### config.mk
export PLATFORM = sky130hd
export DESIGN_NAME = regfile_writeback_flat
export DESIGN_NICKNAME = d
export VERILOG_FILES = /design/src/rtl/regfile_writeback_if.sv /design/src/rtl/regfile_writeback.sv /design/src/flat_wrapper.sv
export SDC_FILE = /design/constraint.sdc
export NUM_CORES = 2
export LEC_CHECK = 0
export ABC_AREA = 1
export CORE_AREA = 2 2 475 477
export CTS_BUF_LIST = sky130_fd_sc_hd__clkbuf_8
export DETAILED_ROUTE_END_ITERATION = 16
export DIE_AREA = 0 0 477 479
export PLACE_DENSITY = 0.38
export REMOVE_ABC_BUFFERS = 1
export SLEW_MARGIN = 20
export SYNTH_ARGS = -nofsm -noshare
export SYNTH_HDL_FRONTEND = slang
export SYNTH_SLANG_ARGS = --single-unit
export TNS_END_PERCENT = 5
### constraint.sdc
create_clock -name clk -period 46.5 [get_ports clk]
set_input_delay 4.65 -clock clk [delete_from_list [all_inputs] [get_ports clk]]
set_output_delay 4.65 -clock clk [all_outputs]
set_load 0.03 [all_outputs]
### src/rtl/regfile_writeback_if.sv
// Writeback request bus between the execution units / issue stage and the
// register-file write front end.
//
// Handshake: a source raises src_valid[k] together with src_addr[k] and
// src_data[k] and holds all three stable until it sees src_ready[k]=1. A
// transfer happens at the rising clock edge where valid and ready are both 1.
// Ready is only ever raised for a source whose valid is already high.
// iss_valid/iss_addr is a single-cycle strobe with no ready: issue marks a
// destination register as having a write in flight.
//
// Signals:
//   src_valid [N_SRC]        per-source writeback request
//   src_ready [N_SRC]        per-source accept (driven by the write front end)
//   src_addr  [N_SRC] x 5    destination register index per source
//   src_data  [N_SRC] x XLEN writeback data per source
//   iss_valid                issue marks iss_addr as pending
//   iss_addr  5              destination being issued
interface regfile_writeback_if #(
  parameter int N_SRC = 3,
  parameter int XLEN  = 32
);
  logic [N_SRC-1:0] src_valid;
  logic [N_SRC-1:0] src_ready;
  logic [4:0]       src_addr [N_SRC];
  logic [XLEN-1:0]  src_data [N_SRC];
  logic             iss_valid;
  logic [4:0]       iss_addr;

  modport master (
    output src_valid,
    output src_addr,
    output src_data,
    output iss_valid,
    output iss_addr,
    input  src_ready
  );

  modport slave (
    input  src_valid,
    input  src_addr,
    input  src_data,
    input  iss_valid,
    input  iss_addr,
    output src_ready
  );
endinterface

### src/rtl/regfile_writeback.sv
// Write-side front end of the 32-entry register file (r0 hardwired zero,
// r1-r15 general, f0-f15 mapped to r16-r31).
//
// Arbitrates writeback requests from N_SRC execution units round-robin, one
// write per cycle, and presents the winner to the register file through a
// single registered stage (latency 1). Keeps a pending-write scoreboard that
// issue logic uses to stall on in-flight destinations.
//
// Ports:
//   clk          system clock, rising edge
//   rst          asynchronous, active-high reset
//   bus          writeback/issue bus (slave side), see regfile_writeback_if
//   outreg_data  [0:31] x XLEN data presented to each register
//   outreg_en    32-bit one-hot write enable, bit i writes register i
//   busy         scoreboard, bit i = write to register i outstanding
//   rr_ptr_o     round-robin pointer (debug visibility of arbiter state)
module regfile_writeback #(
  parameter  int N_SRC = 3,
  parameter  int XLEN  = 32,
  localparam int PTR_W = (N_SRC > 1) ? $clog2(N_SRC) : 1
) (
  input  logic                 clk,
  input  logic                 rst,
  regfile_writeback_if.slave   bus,
  output logic [XLEN-1:0]      outreg_data [0:31],
  output logic [31:0]          outreg_en,
  output logic [31:0]          busy,
  output logic [PTR_W-1:0]     rr_ptr_o
);

  logic [PTR_W-1:0] ptr_q, ptr_d;
  logic [31:0]      en_q, en_d;
  logic [31:0]      busy_q, busy_d;
  logic [XLEN-1:0]  data_q [0:31];

  logic             grant_vld;
  logic [PTR_W-1:0] grant_idx;
  logic             xfer;
  logic [4:0]       wr_addr;
  logic [XLEN-1:0]  wr_data;
  logic             wr_en;

  // Round-robin search starting at ptr_q, wrapping modulo N_SRC.
  always_comb begin
    logic [PTR_W:0] cand;
    grant_vld = 1'b0;
    grant_idx = '0;
    cand      = '0;
    for (int i = 0; i < N_SRC; i++) begin
      cand = {1'b0, ptr_q} + (PTR_W+1)'(i);
      if (cand >= (PTR_W+1)'(N_SRC)) begin
        cand = cand - (PTR_W+1)'(N_SRC);
      end
      if (!grant_vld && bus.src_valid[cand[PTR_W-1:0]]) begin
        grant_vld = 1'b1;
        grant_idx = cand[PTR_W-1:0];
      end
    end
  end

  // Ready is masked by rst so nothing is accepted while reset is held.
  assign xfer    = grant_vld && !rst;
  assign wr_addr = bus.src_addr[grant_idx];
  assign wr_data = bus.src_data[grant_idx];
  // r0 writes complete the handshake but never reach the register file.
  assign wr_en   = xfer && (wr_addr != 5'd0);

  always_comb begin
    bus.src_ready = '0;
    if (xfer) begin
      bus.src_ready[grant_idx] = 1'b1;
    end
  end

  always_comb begin
    ptr_d = ptr_q;
    if (xfer) begin
      ptr_d = (grant_idx == PTR_W'(N_SRC - 1)) ? '0 : grant_idx + PTR_W'(1);
    end
  end

  always_comb begin
    en_d = '0;
    if (wr_en) begin
      en_d[wr_addr] = 1'b1;
    end
  end

  // Clear before set: an issue to the same register in the same cycle
  // belongs to a newer instruction, so its pending mark must survive.
  always_comb begin
    busy_d = busy_q;
    if (xfer) begin
      busy_d[wr_addr] = 1'b0;
    end
    if (bus.iss_valid && (bus.iss_addr != 5'd0)) begin
      busy_d[bus.iss_addr] = 1'b1;
    end
    busy_d[0] = 1'b0;
  end

  always_ff @(posedge clk or posedge rst) begin
    if (rst) begin
      ptr_q  <= '0;
      en_q   <= '0;
      busy_q <= '0;
      for (int r = 0; r < 32; r++) begin
        data_q[r] <= '0;
      end
    end else begin
      ptr_q  <= ptr_d;
      en_q   <= en_d;
      busy_q <= busy_d;
      if (wr_en) begin
        data_q[wr_addr] <= wr_data;
      end
    end
  end

  assign outreg_en   = en_q;
  assign busy        = busy_q;
  assign rr_ptr_o    = ptr_q;
  assign outreg_data = data_q;

endmodule

### src/flat_wrapper.sv
// flat-port wrapper written by rule: the top's interface ports become plain ports
module regfile_writeback_flat 
#(
  parameter  int N_SRC = 3,
  parameter  int XLEN  = 32,
  localparam int PTR_W = (N_SRC > 1) ? $clog2(N_SRC) : 1
)
  (clk, rst, outreg_data, outreg_en, busy, rr_ptr_o, bus_src_valid, bus_src_addr, bus_src_data, bus_iss_valid, bus_iss_addr, bus_src_ready);
  regfile_writeback_if #(.N_SRC(N_SRC), .XLEN(XLEN)) bus_i ();
  input  logic clk;
  input  logic rst;
  output logic [XLEN-1:0] outreg_data[0:31];
  output logic [31:0] outreg_en;
  output logic [31:0] busy;
  output logic [PTR_W-1:0] rr_ptr_o;
  input wire logic [$bits(bus_i.src_valid)-1:0] bus_src_valid;
  input wire logic [$bits(bus_i.src_addr)-1:0] bus_src_addr;
  input wire logic [$bits(bus_i.src_data)-1:0] bus_src_data;
  input wire logic [$bits(bus_i.iss_valid)-1:0] bus_iss_valid;
  input wire logic [$bits(bus_i.iss_addr)-1:0] bus_iss_addr;
  output wire logic [$bits(bus_i.src_ready)-1:0] bus_src_ready;
  assign bus_i.src_valid = bus_src_valid;
  assign bus_i.src_addr = {>>{bus_src_addr}};
  assign bus_i.src_data = {>>{bus_src_data}};
  assign bus_i.iss_valid = bus_iss_valid;
  assign bus_i.iss_addr = bus_iss_addr;
  assign bus_src_ready = bus_i.src_ready;
  regfile_writeback #(.N_SRC(N_SRC), .XLEN(XLEN)) u_core (.clk(clk), .rst(rst), .bus(bus_i), .outreg_data(outreg_data), .outreg_en(outreg_en), .busy(busy), .rr_ptr_o(rr_ptr_o));
endmodule
==> metrics.txt <==
Reg clk slew, reported paths 0.05 ns; CP endpoint kind primary output; Setup Fix Bufs, Post-CTS 0; drt pass-1 iters 7; # rows 174; Pins Over Slew Limit 0; final hold vios 0; largest net degree at the start of global routing 152; startpoint types input pin; initial core utilization 0.193; Resize count post-CTS 0; most frequent cells in the layout nand2_1 (2487), clkdlybuf4s50_1 (1213), dfrtp_1 (1089), nand3_1 (764), clkbuf_8 (264); Routed WL per cell 27.1 µm; Gate Count Post-Synth 4918; Req. time, crit path 41.85 ns; Final #Nets 6163; First DRT Iteration DRCs 3207; synth unique cells 25; Most Used Layer, Global Route met2; Antenna Nets Post-Route 0; Sink Count 1089; clk buf depth 3; H-Tree Depth 4; crit-path cells clkdlybuf4s50_1 -> inv_2 -> o21ai_1 -> nand2_2 -> nand3_1 -> nand2_1 -> nor2_2 -> nand2_1 -> nor2_1 -> clkdlybuf4s50_1; met1 usage 0.271; crit path buf inv count 3; fraction of layout instances using a drive strength above 1 0.0814; core area 224000 µm²; Die H 479 µm; Layout area overhead 45.8%; Mapped Area 43200 µm²; RSZ-0062 raised after global routing false; FMAX 0.0852 GHz; Global Route Usage Sum 0.212; first-pass GRT wire length 339000 µm; total CTS buffers 211; Final Skew 0.0546 ns; number of stages on the worst setup path 10; post-DP HPWL 157000 µm; chip width 477 µm; most common cell after layout, fill and taps aside nand2_1; initial antenna violation count 34; Slew @ Worst Pin 1.09 ns; I/O Pins 1215; CTS tree built; Final TNS setup 0 ns; syn_area_per_cell 8.77 µm²; root buffer cell clkbuf_8; setup violators final 0; Crit Reg-Reg Startpoint u_core.rr_ptr_o[0]; R2R setup slack 39.71 ns; CP arrival 7.09 ns; Worst Setup Path Type input pin to primary output; via count 39300; cell count after placement 8816; final worst path period need 11.74 ns; Yosys reg bits 1089; CP endpoint bus_src_ready[0]; status finished clean; normalized max-slew margin 0.274; fin cells 9210; worst skew pair latency 1.01 ns; DR DRC count 0; Crit. Startpoint bus_src_valid[2]; GPL Wtd Cong 0.885; sequential area share after synthesis 0.631; total gr overflow 0; met3 usage 0.0772; worst reg2reg endpoint u_core.outreg_data[719]; CP max stage delay 0.72 ns; met2 global-route usage 0.332; die area 228000 µm²; fillers 23900; crit share post-route 0.253; crit-path leading delay family buffers and inverters; worst r2r path cells 21; IO Port Bufs 1213; final WL 250000 µm; worst-path fanout max 12; hold crit path type flop to flop; Vias/cell 4.27; hold_buf cts 0; Crit-path slowest cell clkdlybuf4s50_1; Max-cap violations 0; vias in the first global route 38100; Ys Warns 0
==> registers in the layout (all words and copies together), names as in the netlist <==
register	count
u_core.outreg_en	32
u_core.busy	31
u_core.outreg_data	1024
u_core.rr_ptr_o	2
==> cell type report <==
class | count | area (µm²) | share of cell area
Sequential cell | 1089 | 27300 | 0.433
Inverter | 53 | 211 | 0.00336
Tap cell | 2992 | 3740 | 0.0595
Clock inverter | 113 | 687 | 0.0109
Timing Repair Buffer | 1323 | 13000 | 0.207
Antenna cell | 17 | 42.5 | 0.000676
Multi-Input combinational cell | 3359 | 14300 | 0.228
Clock buffer | 264 | 3630 | 0.0578
==> worst reg2reg max path, cell delays in order, from the launching register on <==
cell and delay [ns]:
dfrtp_1 0.41, inv_1 0.09, ha_1 0.38, inv_2 0.13, nand2_1 0.07, nand3_1 0.08
nand2_1 0.08, nand3_1 0.07, nand2_1 0.08, nor2_2 0.40, inv_2 0.47, nor2_4 0.87
nand2_1 0.17, nand3_2 0.20, inv_2 0.07, nor2_4 0.44, buf_4 0.71, buf_12 0.56
nand2_1 0.82, buf_4 0.44, nand2_1 0.10, nand2_1 0.05
==> metal layers <==
layer / up-vias / share of wire
met5: - / 0.00022
met4: 10 / 0.030
met3: 333 / 0.091
met2: 1583 / 0.45
met1: 19700 / 0.42
li1: 17700 / -
==> worst min path at each step <==
stage,startpoint,slack (ns),cells past startpoint,to
finish,u_core.outreg_data[1021],0.37,0,u_core.outreg_data[1021]
global route,u_core.outreg_data[1011],0.39,0,u_core.outreg_data[1011]
CTS,u_core.outreg_data[1021],0.38,0,u_core.outreg_data[1021]
detailed placement,u_core.outreg_data[1021],0.36,0,u_core.outreg_data[1021]
global placement,u_core.outreg_data[1020],0.36,0,u_core.outreg_data[1020]
floorplan,u_core.outreg_data[1000],0.57,0,u_core.outreg_data[1000]
==> metrics by stage <==
step / setup slack [ns] / area [µm²] / hold slack (ns) / utilization
floorplan: 4.07 / 41300 / 0.566 / -
global placement: 34.76 / 58500 / 0.364 / 0.262
detailed placement: 34.80 / 58500 / 0.364 / 0.262
CTS: 34.80 / 62900 / 0.377 / 0.281
global route: 34.63 / 62900 / 0.387 / 0.281
finish: 34.76 / 62900 / 0.373 / 0.281
==> Yosys cell counts (all sizes together) <==
cell	instances	area, µm²
nor3	10	50.1
nand2	2506	9430
nand3	799	4010
clkbuf	148	556
clkinv	1	3.75
conb	1	3.75
inv	52	200
nand4	1	6.26
nor2	30	211
o21ai	7	42.5
buf	270	1330
ha	4	50.1
dfrtp	1089	27300
==> logic make-up (layout without fill, tap and decap cells) <==
logic type / after synthesis / in the layout / share of synthesized area
flops: 1089 / 1089 / 0.631
other cells: 1 / 19 / 0.0000869
buf+inv: 471 / 1753 / 0.0484
fa+ha+maj: 4 / 4 / 0.00116
compound gates: 7 / 7 / 0.000986
simple gates: 3346 / 3346 / 0.318
Power is not shown: default switching activity piles up to over one toggle a cycle in this logic, so the estimate is an artifact.
